### src/rtl/count_uart_reporter.sv
// Snapshots the free-running sample counter at a power-of-two interval and reports it
// over an 8N1 UART as 8 hex digits + CR LF, plus an "R\r\n" marker when the counter's reset flag rises.
module count_uart_reporter #(
  parameter int CLK_HZ    = 48000000,
  parameter int BAUD      = 115200,
  parameter int TRIG_BITS = 24
) (
  input  logic        clock48,
  input  logic        rst,
  input  logic [31:0] counts,
  input  logic        inited,
  input  logic        reseted,
  output logic        uart_tx,
  output logic        busy,
  output logic [7:0]  dropped,
  output logic [31:0] last_sent
);

  localparam int DIV = (CLK_HZ + BAUD / 2) / BAUD;
  localparam int CW  = $clog2(DIV);
  localparam logic [CW-1:0] BAUD_TOP = CW'(DIV - 1);

  typedef enum logic [2:0] {S_IDLE, S_START, S_DATA, S_STOP, S_DONE} state_t;

  state_t        r_state;
  logic [CW-1:0] r_baud;
  logic [2:0]    r_bit;
  logic [3:0]    r_byte;
  logic [7:0]    r_shift;
  logic          r_marker;
  logic          r_marker_pending;
  logic          r_reseted_d;
  logic [31:0]   r_snap;
  logic          r_tx;
  logic          r_busy;
  logic [7:0]    r_dropped;
  logic [31:0]   r_last_sent;

  logic       w_trig;
  logic       w_rise;
  logic [3:0] w_last_byte;
  logic [7:0] w_cur_byte;

  function automatic logic [7:0] hex_ascii(input logic [3:0] n);
    return (n < 4'd10) ? (8'h30 + {4'h0, n}) : (8'h37 + {4'h0, n});
  endfunction

  function automatic logic [7:0] frame_byte(input logic marker, input logic [3:0] idx,
                                            input logic [31:0] snap);
    logic [7:0]  b;
    logic [31:0] sh;
    b  = 8'h0A;
    sh = snap << {idx[2:0], 2'b00};
    if (marker) begin
      case (idx)
        4'd0:    b = 8'h52;
        4'd1:    b = 8'h0D;
        default: b = 8'h0A;
      endcase
    end else if (idx < 4'd8) begin
      b = hex_ascii(sh[31:28]);
    end else if (idx == 4'd8) begin
      b = 8'h0D;
    end
    return b;
  endfunction

  assign w_trig      = inited && (counts[TRIG_BITS-1:0] == '0) && (counts != '0);
  assign w_rise      = reseted && !r_reseted_d;
  assign w_last_byte = r_marker ? 4'd2 : 4'd9;
  assign w_cur_byte  = frame_byte(r_marker, r_byte, r_snap);

  always_ff @(posedge clock48) begin
    if (rst) begin
      r_state          <= S_IDLE;
      r_baud           <= '0;
      r_bit            <= '0;
      r_byte           <= '0;
      r_shift          <= '0;
      r_marker         <= 1'b0;
      r_marker_pending <= 1'b0;
      r_reseted_d      <= 1'b0;
      r_snap           <= '0;
      r_tx             <= 1'b1;
      r_busy           <= 1'b0;
      r_dropped        <= '0;
      r_last_sent      <= '0;
    end else begin
      r_reseted_d <= reseted;

      // A trigger is lost whenever it cannot start a count frame this cycle.
      if (w_trig && (r_state != S_IDLE || r_marker_pending) && r_dropped != 8'hFF)
        r_dropped <= r_dropped + 8'd1;

      case (r_state)
        S_IDLE: begin
          r_tx   <= 1'b1;
          r_busy <= 1'b0;
          if (r_marker_pending || w_trig) begin
            r_state <= S_START;
            r_tx    <= 1'b0;
            r_busy  <= 1'b1;
            r_baud  <= BAUD_TOP;
            r_byte  <= '0;
            if (r_marker_pending) begin
              r_marker         <= 1'b1;
              r_marker_pending <= 1'b0;
            end else begin
              r_marker <= 1'b0;
              r_snap   <= counts;
            end
          end
        end
        S_START: begin
          if (r_baud == '0) begin
            r_state <= S_DATA;
            r_baud  <= BAUD_TOP;
            r_bit   <= '0;
            r_shift <= w_cur_byte;
            r_tx    <= w_cur_byte[0];
          end else begin
            r_baud <= r_baud - CW'(1);
          end
        end
        S_DATA: begin
          if (r_baud == '0) begin
            r_baud <= BAUD_TOP;
            if (r_bit == 3'd7) begin
              r_state <= S_STOP;
              r_tx    <= 1'b1;
            end else begin
              r_bit   <= r_bit + 3'd1;
              r_shift <= r_shift >> 1;
              r_tx    <= r_shift[1];
            end
          end else begin
            r_baud <= r_baud - CW'(1);
          end
        end
        S_STOP: begin
          if (r_baud == '0) begin
            if (r_byte == w_last_byte) begin
              r_state <= S_DONE;
            end else begin
              r_state <= S_START;
              r_byte  <= r_byte + 4'd1;
              r_baud  <= BAUD_TOP;
              r_tx    <= 1'b0;
            end
          end else begin
            r_baud <= r_baud - CW'(1);
          end
        end
        S_DONE: begin
          if (!r_marker) r_last_sent <= r_snap;
          r_state <= S_IDLE;
          r_busy  <= 1'b0;
        end
        default: r_state <= S_IDLE;
      endcase

      // A fresh rising edge always wins over the clear at marker start.
      if (w_rise) r_marker_pending <= 1'b1;
    end
  end

  assign uart_tx   = r_tx;
  assign busy      = r_busy;
  assign dropped   = r_dropped;
  assign last_sent = r_last_sent;

endmodule
### config.mk
export PLATFORM = sky130hd
export DESIGN_NAME = count_uart_reporter
export DESIGN_NICKNAME = d
export VERILOG_FILES = /design/src/rtl/count_uart_reporter.sv
export SDC_FILE = /design/constraint.sdc
export NUM_CORES = 1
export LEC_CHECK = 0
export CORE_MARGIN = 10
export CORE_UTILIZATION = 35
export CTS_CLUSTER_DIAMETER = 50
export DETAILED_ROUTE_END_ITERATION = 8
export SLEW_MARGIN = 20
export SYNTH_ARGS = -nofsm -noshare
export SYNTH_HDL_FRONTEND = slang
export SYNTH_SLANG_ARGS = --single-unit
### constraint.sdc
create_clock -name clock48 -period 4.19 [get_ports clock48]
set_input_delay 0.419 -clock clock48 [delete_from_list [all_inputs] [get_ports clock48]]
set_output_delay 0.419 -clock clock48 [all_outputs]
set_load 0.02 [all_outputs]
==> flow_summary.yaml, run 1 <==
run_status:
  status: "finished clean"
clock_tree:
  insertion_delay_ps: 340
  cts_hold_buffers: 0
  h-tree-depth: 3
  cts_tree: "done"
  post_cts_buffers: 0
  root_buffer: "clkbuf_16"
  clk_pin_slew_ps: 70
  cts_made_buffers: 9
  ctsResizeCount: 0
  cts_buffer_depth: 2
  cts.sinks: 102
timing:
  finClkSkew_ps: 9.424
  timing_hold_violations_final: 0
  fin_setup_tns_ps: 0
  worstMarginPinSlew_ps: 1003
  slew_headroom_pct: 33.13
  setup_violations: 0
  min_period_ps: 2684
  rsz0062_at_grt: "no"
  max_freq_mhz: 372.6
  slew_viol_final: 0
  min_period_over_period_pct: 64.06
yosys:
  async_flop_share_pct: 0
  synth_nets: 572
  synth_cells: 528
  ys_warn_count: 0
  syn_area_per_cell_sq_um: 8.758
  ys_seq_elements: 102
  synth_ff_type: "dfxtp_1"
  ys_types: 54
  synth_edf_count: 0
  synth_area_sq_um: 4624
  ys_seq_area_share_pct: 44.16
worst_setup_path:
  arrival_ps: 2920
  rr_worst_depth: 6
  path_cells: "mux4_2 -> mux2i_1 -> ha_1 -> nand2_1 -> a311oi_1 -> o41ai_1"
  critical_path_class: "flip-flop to flip-flop"
  start_kind: "flip-flop"
  r2r-start: "r_byte[0]"
  critical-path-slowest-cell: "dfxtp_1"
  cp.required_ps: 4430
  r2r_slack_ps: 1510
  r2r-end: "r_shift[1]"
  max_stage_delay_ps: 830
  critPathCaptureType: "flip-flop"
  crit_fanout: 15
floorplanning:
  start_util_pct: 36.20
  dieArea_sq_um: 18210
  io_pins: 78
  design.core.area_sq_um: 12770
  die_h_microns: 134.9
  die_x_microns: 134.9
  num_rows: 41
grt:
  grtUsageMet3_pct: 3.746
  track_usage_pct: 12.81
  busiest_layer: "met2"
  antenna_found_initial: 0
  grt_max_degree: 57
  use_met2_pct: 21.29
  grt_pass1_vias: 3993
  grt_pass1_wl_microns: 19670
  grt_overflow: 0
  met1_usage_pct: 15.76
power:
  powerDensity_nw_per_um2: 470.7
  p_sw_share_pct: 34.53
  pwr-share-comb_pct: 28.3
  p_switching_mw: 0.9482
  power_frac_clock_pct: 29.6
  p_seq_share_pct: 42.1
  power.leakage_nw: 1.973
  ir_worst_vdd_mv: 0.2612
  power.internal_mw: 1.798
route:
  drtIter0Drc: 215
  antenna_left: 0
  post_drt_wl_per_cell_microns: 15.06
  vias_per_cell: 5.237
  drc_errors: 0
  routed_wl_microns: 11550
  vias: 4017
  dr.pass1.iters: 4
final_layout:
  instances_no_fill: 767
  final_layout_size_suffix_gt1_share_pct: 8.067
  area_delta_synth_final_pct: 26.16
  diodes: 0
  num-nets-final: 634
place:
  portBuffers: 77
  dp_hpwl_microns: 8395
  place_congestion: 0.8138
  dp.cells: 751
hold_path:
  hold_end: "last_sent[29]"
  worstHoldStart: "last_sent[29]"
  min_path_type: "flip-flop to flip-flop"
  min_delay_path_depth: 2
job:
  drv_cap: 0
-- cells in the mapped netlist (2+ instances only) --
cell type / number / area (sq um)
dfxtp_1: 102 / 2042
nand2_1: 80 / 300.3
a21oi_1: 58 / 290.3
nor2_1: 36 / 135.1
clkbuf_1: 28 / 105.1
and2_1: 25 / 156.4
o21ai_0: 18 / 90.09
mux2i_1: 16 / 160.2
nor3_1: 12 / 60.06
a31oi_1: 10 / 62.56
nand2b_1: 10 / 62.56
nand3_1: 10 / 50.05
nor4_1: 10 / 62.56
a311oi_1: 8 / 70.07
ha_1: 8 / 100.1
inv_1: 8 / 30.03
mux4_2: 8 / 180.2
a211oi_1: 7 / 52.55
or4_1: 7 / 52.55
nand3b_1: 6 / 45.04
or3_1: 6 / 37.54
and3_1: 5 / 31.28
nor4b_1: 4 / 35.03
a211o_1: 3 / 26.28
buf_2: 3 / 15.01
nand4_1: 3 / 18.77
o31ai_1: 3 / 22.52
or4bb_1: 3 / 33.78
nor2b_1: 2 / 12.51
nor4_2: 2 / 25.02
or2_2: 2 / 12.51
or3b_2: 2 / 17.52
xnor2_1: 2 / 17.52
-- worst max-delay path, delay by kind of cell, from the launching register on --
| family | cells | cell delay (ps) |
|---|---|---|
| AO/OA/AOI/OAI | 2 | 440 |
| AND/OR/NAND/NOR | 1 | 70 |
| adder cells (fa/ha/maj) | 1 | 300 |
| multiplexers | 2 | 940 |
| flip-flops | 1 | 830 |
-- cell usage in the layout (no fill, tap or decap), types with 2 or more instances in the layout --
cell             count
nor3_1              12
or3_1                6
mux4_2               8
clkdlybuf4s50_1     76
a211o_1              3
dfxtp_1            102
nor2_1              36
clkinv_4             2
o31ai_1              3
nand2b_1            10
ha_1                 8
a211oi_1             6
nor4_1               9
a21oi_1             58
or3b_2               2
nor4b_1              3
inv_6                2
nand2_1             80
or2_2                2
xnor2_1              2
a311oi_1             8
buf_4                6
a31oi_1             10
mux2i_1             16
or4_1                7
and2_1              25
and3_1               5
nor2b_1              2
nor4_2               3
nand4_1              3
o21ai_0             18
inv_1                8
nand3b_1             6
or4bb_1              3
clkbuf_16            9
nand3_1             10
-- power groups by stage --
stage / clock, mW / sequential [mW] / combinational (mW)
floorplan: 0 / 1.14 / 0.597
global placement: 0 / 1.17 / 0.740
detailed placement: 0 / 1.18 / 0.763
CTS: 0.837 / 1.16 / 0.771
global route: 0.874 / 1.18 / 0.875
finish: 0.814 / 1.16 / 0.776
-- per-stage QoR --
stage	hold WS, ps	setup WS (ps)	total power [mW]	util, %	area [sq um]
6_report	450.8	1506	2.746	45.68	5834
5_1_grt	472.2	1165	2.926	45.68	5834
4_1_cts	454.7	1454	2.764	45.64	5829
3_5_place_dp	447.5	1230	1.942	43.36	5539
3_3_place_gp	442.8	1382	1.913	43.36	5539
2_1_floorplan	435.6	1885	1.734	-	4624
-- state kept, by name, indices dropped and copies added (netlist names), 3 cells and up --
register   flops
r_state        3
r_shift        6
r_snap        32
r_bit          3
last_sent     32
r_baud         9
dropped        8
r_byte         4
-- metal layers --
metal / wire (microns) / part of all wire, %
met1: 5198 / 45
met2: 5562 / 48
met3: 696 / 6.0
met4: 95 / 0.82
met5: 0 / 0
-- worst max-delay path by stage --
stage	from	endpoint	slack, ps	depth (start not counted)
global placement	counts[10]	dropped[5]	1380	6
finish	r_byte[0]	r_shift[1]	1510	6
detailed placement	counts[16]	dropped[5]	1230	6
global route	r_byte[0]	r_shift[1]	1170	6
floorplan	r_byte[0]	r_shift[4]	1880	7
CTS	r_byte[0]	r_shift[1]	1450	6
-- cells by family after synthesis --
group,Yosys count,share of synthesized area [%]
flops,102,44.16
mux,25,7.603
xor+xnor,2,0.3789
buf+inv,41,3.409
fa+ha+maj,8,2.165
simple gates,231,26.35
compound gates,119,15.94
-- cell type report --
cell class / count / area [sq um]
Tap cell: 172 / 215.2
Multi-Input combinational cell: 385 / 2442
Fill cell: 1259 / 6939
Inverter: 9 / 33.78
Clock inverter: 6 / 51.30
Clock buffer: 10 / 239.0
Timing Repair Buffer: 83 / 810.8
Sequential cell: 102 / 2042
(Power assumes the default switching activity.)
==> run 2, diff against run 1 <==
clock period = 2.75 ns   (was 4.19 ns; I/O delays follow)
==> run 2 against run 1 <==
  * First-iteration DRC count down 2.8%
  * Register-to-register slack got worse by 1200 ps
  * Wire length grew 2.7%
  * Clock power rose by 68%
  * Sequential cell count is the same
  * Sequential power rose by 50%
  * Maximum frequency is 7.7% higher
  * Setup slack worse by 1200 ps
  * Critical path type unchanged
  * Largest power group unchanged
==> flow_summary.yaml, run 2 (synthesis gave the netlist of run 1 again) <==
run_status:
  status: "finished clean"
worst_setup_path:
  critical-path-slowest-cell: "dfxtp_1"
  cp.required_ps: 2990
  r2r-start: "r_byte[0]"
  start_kind: "flip-flop"
  r2r-end: "r_shift[1]"
  rr_worst_depth: 6
  crit_fanout: 10
  crit_path_end: "r_shift[1]"
  critPathCaptureType: "flip-flop"
  critical_path.startpoint: "r_byte[0]"
  arrival_ps: 2730
  path_cells: "mux4_2 -> mux2i_1 -> ha_1 -> nand2_1 -> a311oi_1 -> o41ai_1"
  max_stage_delay_ps: 680
  critical_path_class: "flip-flop to flip-flop"
  r2r_slack_ps: 260
floorplanning:
  start_util_pct: 36.20
  dieArea_sq_um: 18210
  io_pins: 78
  die_h_microns: 134.9
  design.core.area_sq_um: 12770
  num_rows: 41
  die_x_microns: 134.9
place:
  dpl-instance-area_sq_um: 5644
  dp_hpwl_microns: 8717
  portBuffers: 77
  place_ws_ps: 122.9
  place_congestion: 0.8266
route:
  vias: 4068
  drtIter0Drc: 209
  vias_per_cell: 5.209
  post_drt_wl_per_cell_microns: 15.19
  dr.pass1.iters: 4
  drc_errors: 0
  routed_wl_microns: 11860
  antenna_left: 0
timing:
  min_period_over_period_pct: 90.64
  worstMarginPinSlew_ps: 1020
  worst_slack_ps: 257.3
  setup_violations: 0
  min_period_ps: 2493
  rsz0062_at_grt: "no"
  finClkSkew_ps: 6.560
  timing_hold_violations_final: 0
  slew_viol_final: 0
  fin_hold_ws_ps: 457.1
  max_freq_mhz: 401.2
  fin_setup_tns_ps: 0
  slew_headroom_pct: 31.59
final_layout:
  fillerInstances: 1234
  fin_util_pct: 46.71
  diodes: 0
  area_delta_synth_final_pct: 29.03
  layout_commonest_cell: "dfxtp_1"
  final_layout_size_suffix_gt1_share_pct: 10.02
  stdcell_area_sq_um: 5967
  final_cell_mix: "102 x dfxtp_1, 80 x nand2_1, 76 x clkdlybuf4s50_1"
  num-nets-final: 648
grt:
  antenna_found_initial: 0
  grt_pass1_vias: 4111
  grt_overflow: 0
  grt_max_degree: 33
  track_usage_pct: 13.23
  grt_pass1_wl_microns: 20240
clock_tree:
  cts_buffer_depth: 2
  root_buffer: "clkbuf_16"
  insertion_delay_ps: 340
  h-tree-depth: 3
  cts.sinks: 102
  clk_pin_slew_ps: 70
  cts_hold_buffers: 0
  post_cts_buffers: 0
  cts_made_buffers: 9
  ctsResizeCount: 0
  cts_tree: "done"
hold_path:
  min_path_type: "flip-flop to flip-flop"
  worstHoldStart: "last_sent[29]"
job:
  drv_cap: 0
power:
  ir_worst_vdd_mv: 0.3272
  powerDensity_nw_per_um2: 727.4
  power.leakage_nw: 2.056
[run 2: final cells by class]
cell class	instances	area [sq um]	area share (%)
clock inverter	7	97.59	1.636
timing repair buffer	97	915.9	15.35
sequential	102	2042	34.22
inverter	9	33.78	0.5662
clock buffer	9	225.2	3.774
tap	172	215.2	3.607
multi-input combinational	385	2437	40.85
[run 2: through the flow]
| stage | cells | power [mW] |
|---|---|---|
| floorplan | 528 | 2.641 |
| detailed placement | 765 | 3.001 |
| global route | 781 | 4.623 |
| global placement | 765 | 2.967 |
| CTS | 781 | 4.377 |
| finish | 781 | 4.340 |
[run 2: per-layer routing]
| metal | up-vias | share of wire [%] | GRT usage (%) | routed length, microns |
|---|---|---|---|---|
| li1 | 2057 | - | - | - |
| met5 | - | 0 | 0 | 0 |
| met4 | 0 | 0.65 | 2.931 | 77 |
| met1 | 1932 | 49 | 16.68 | 5763 |
| met3 | 5 | 4.7 | 3.783 | 556 |
| met2 | 74 | 46 | 21.84 | 5461 |
[run 2: critical path: cells and delay by family (launching register included)]
kind / cells / cell delay [ps]
adder cells (fa/ha/maj): 1 / 300
flip-flops: 1 / 680
AND/OR/NAND/NOR: 1 / 60
AO/OA/AOI/OAI: 2 / 430
multiplexers: 2 / 920
[run 2: report_power, final]
group          total [mW]  switching, mW  internal (mW)
combinational        1.23          0.707          0.522
clock                1.37          0.565          0.802
sequential           1.74          0.144           1.60
total                4.34           1.42           2.92
[run 2: worst min-delay path by stage]
stage	slack, ps	depth (start not counted)	endpoint
detailed placement	450	2	last_sent[30]
global route	480	2	r_baud[1]
global placement	440	2	r_bit[2]
floorplan	400	1	r_reseted_d
CTS	450	2	r_baud[1]
finish	460	2	last_sent[29]
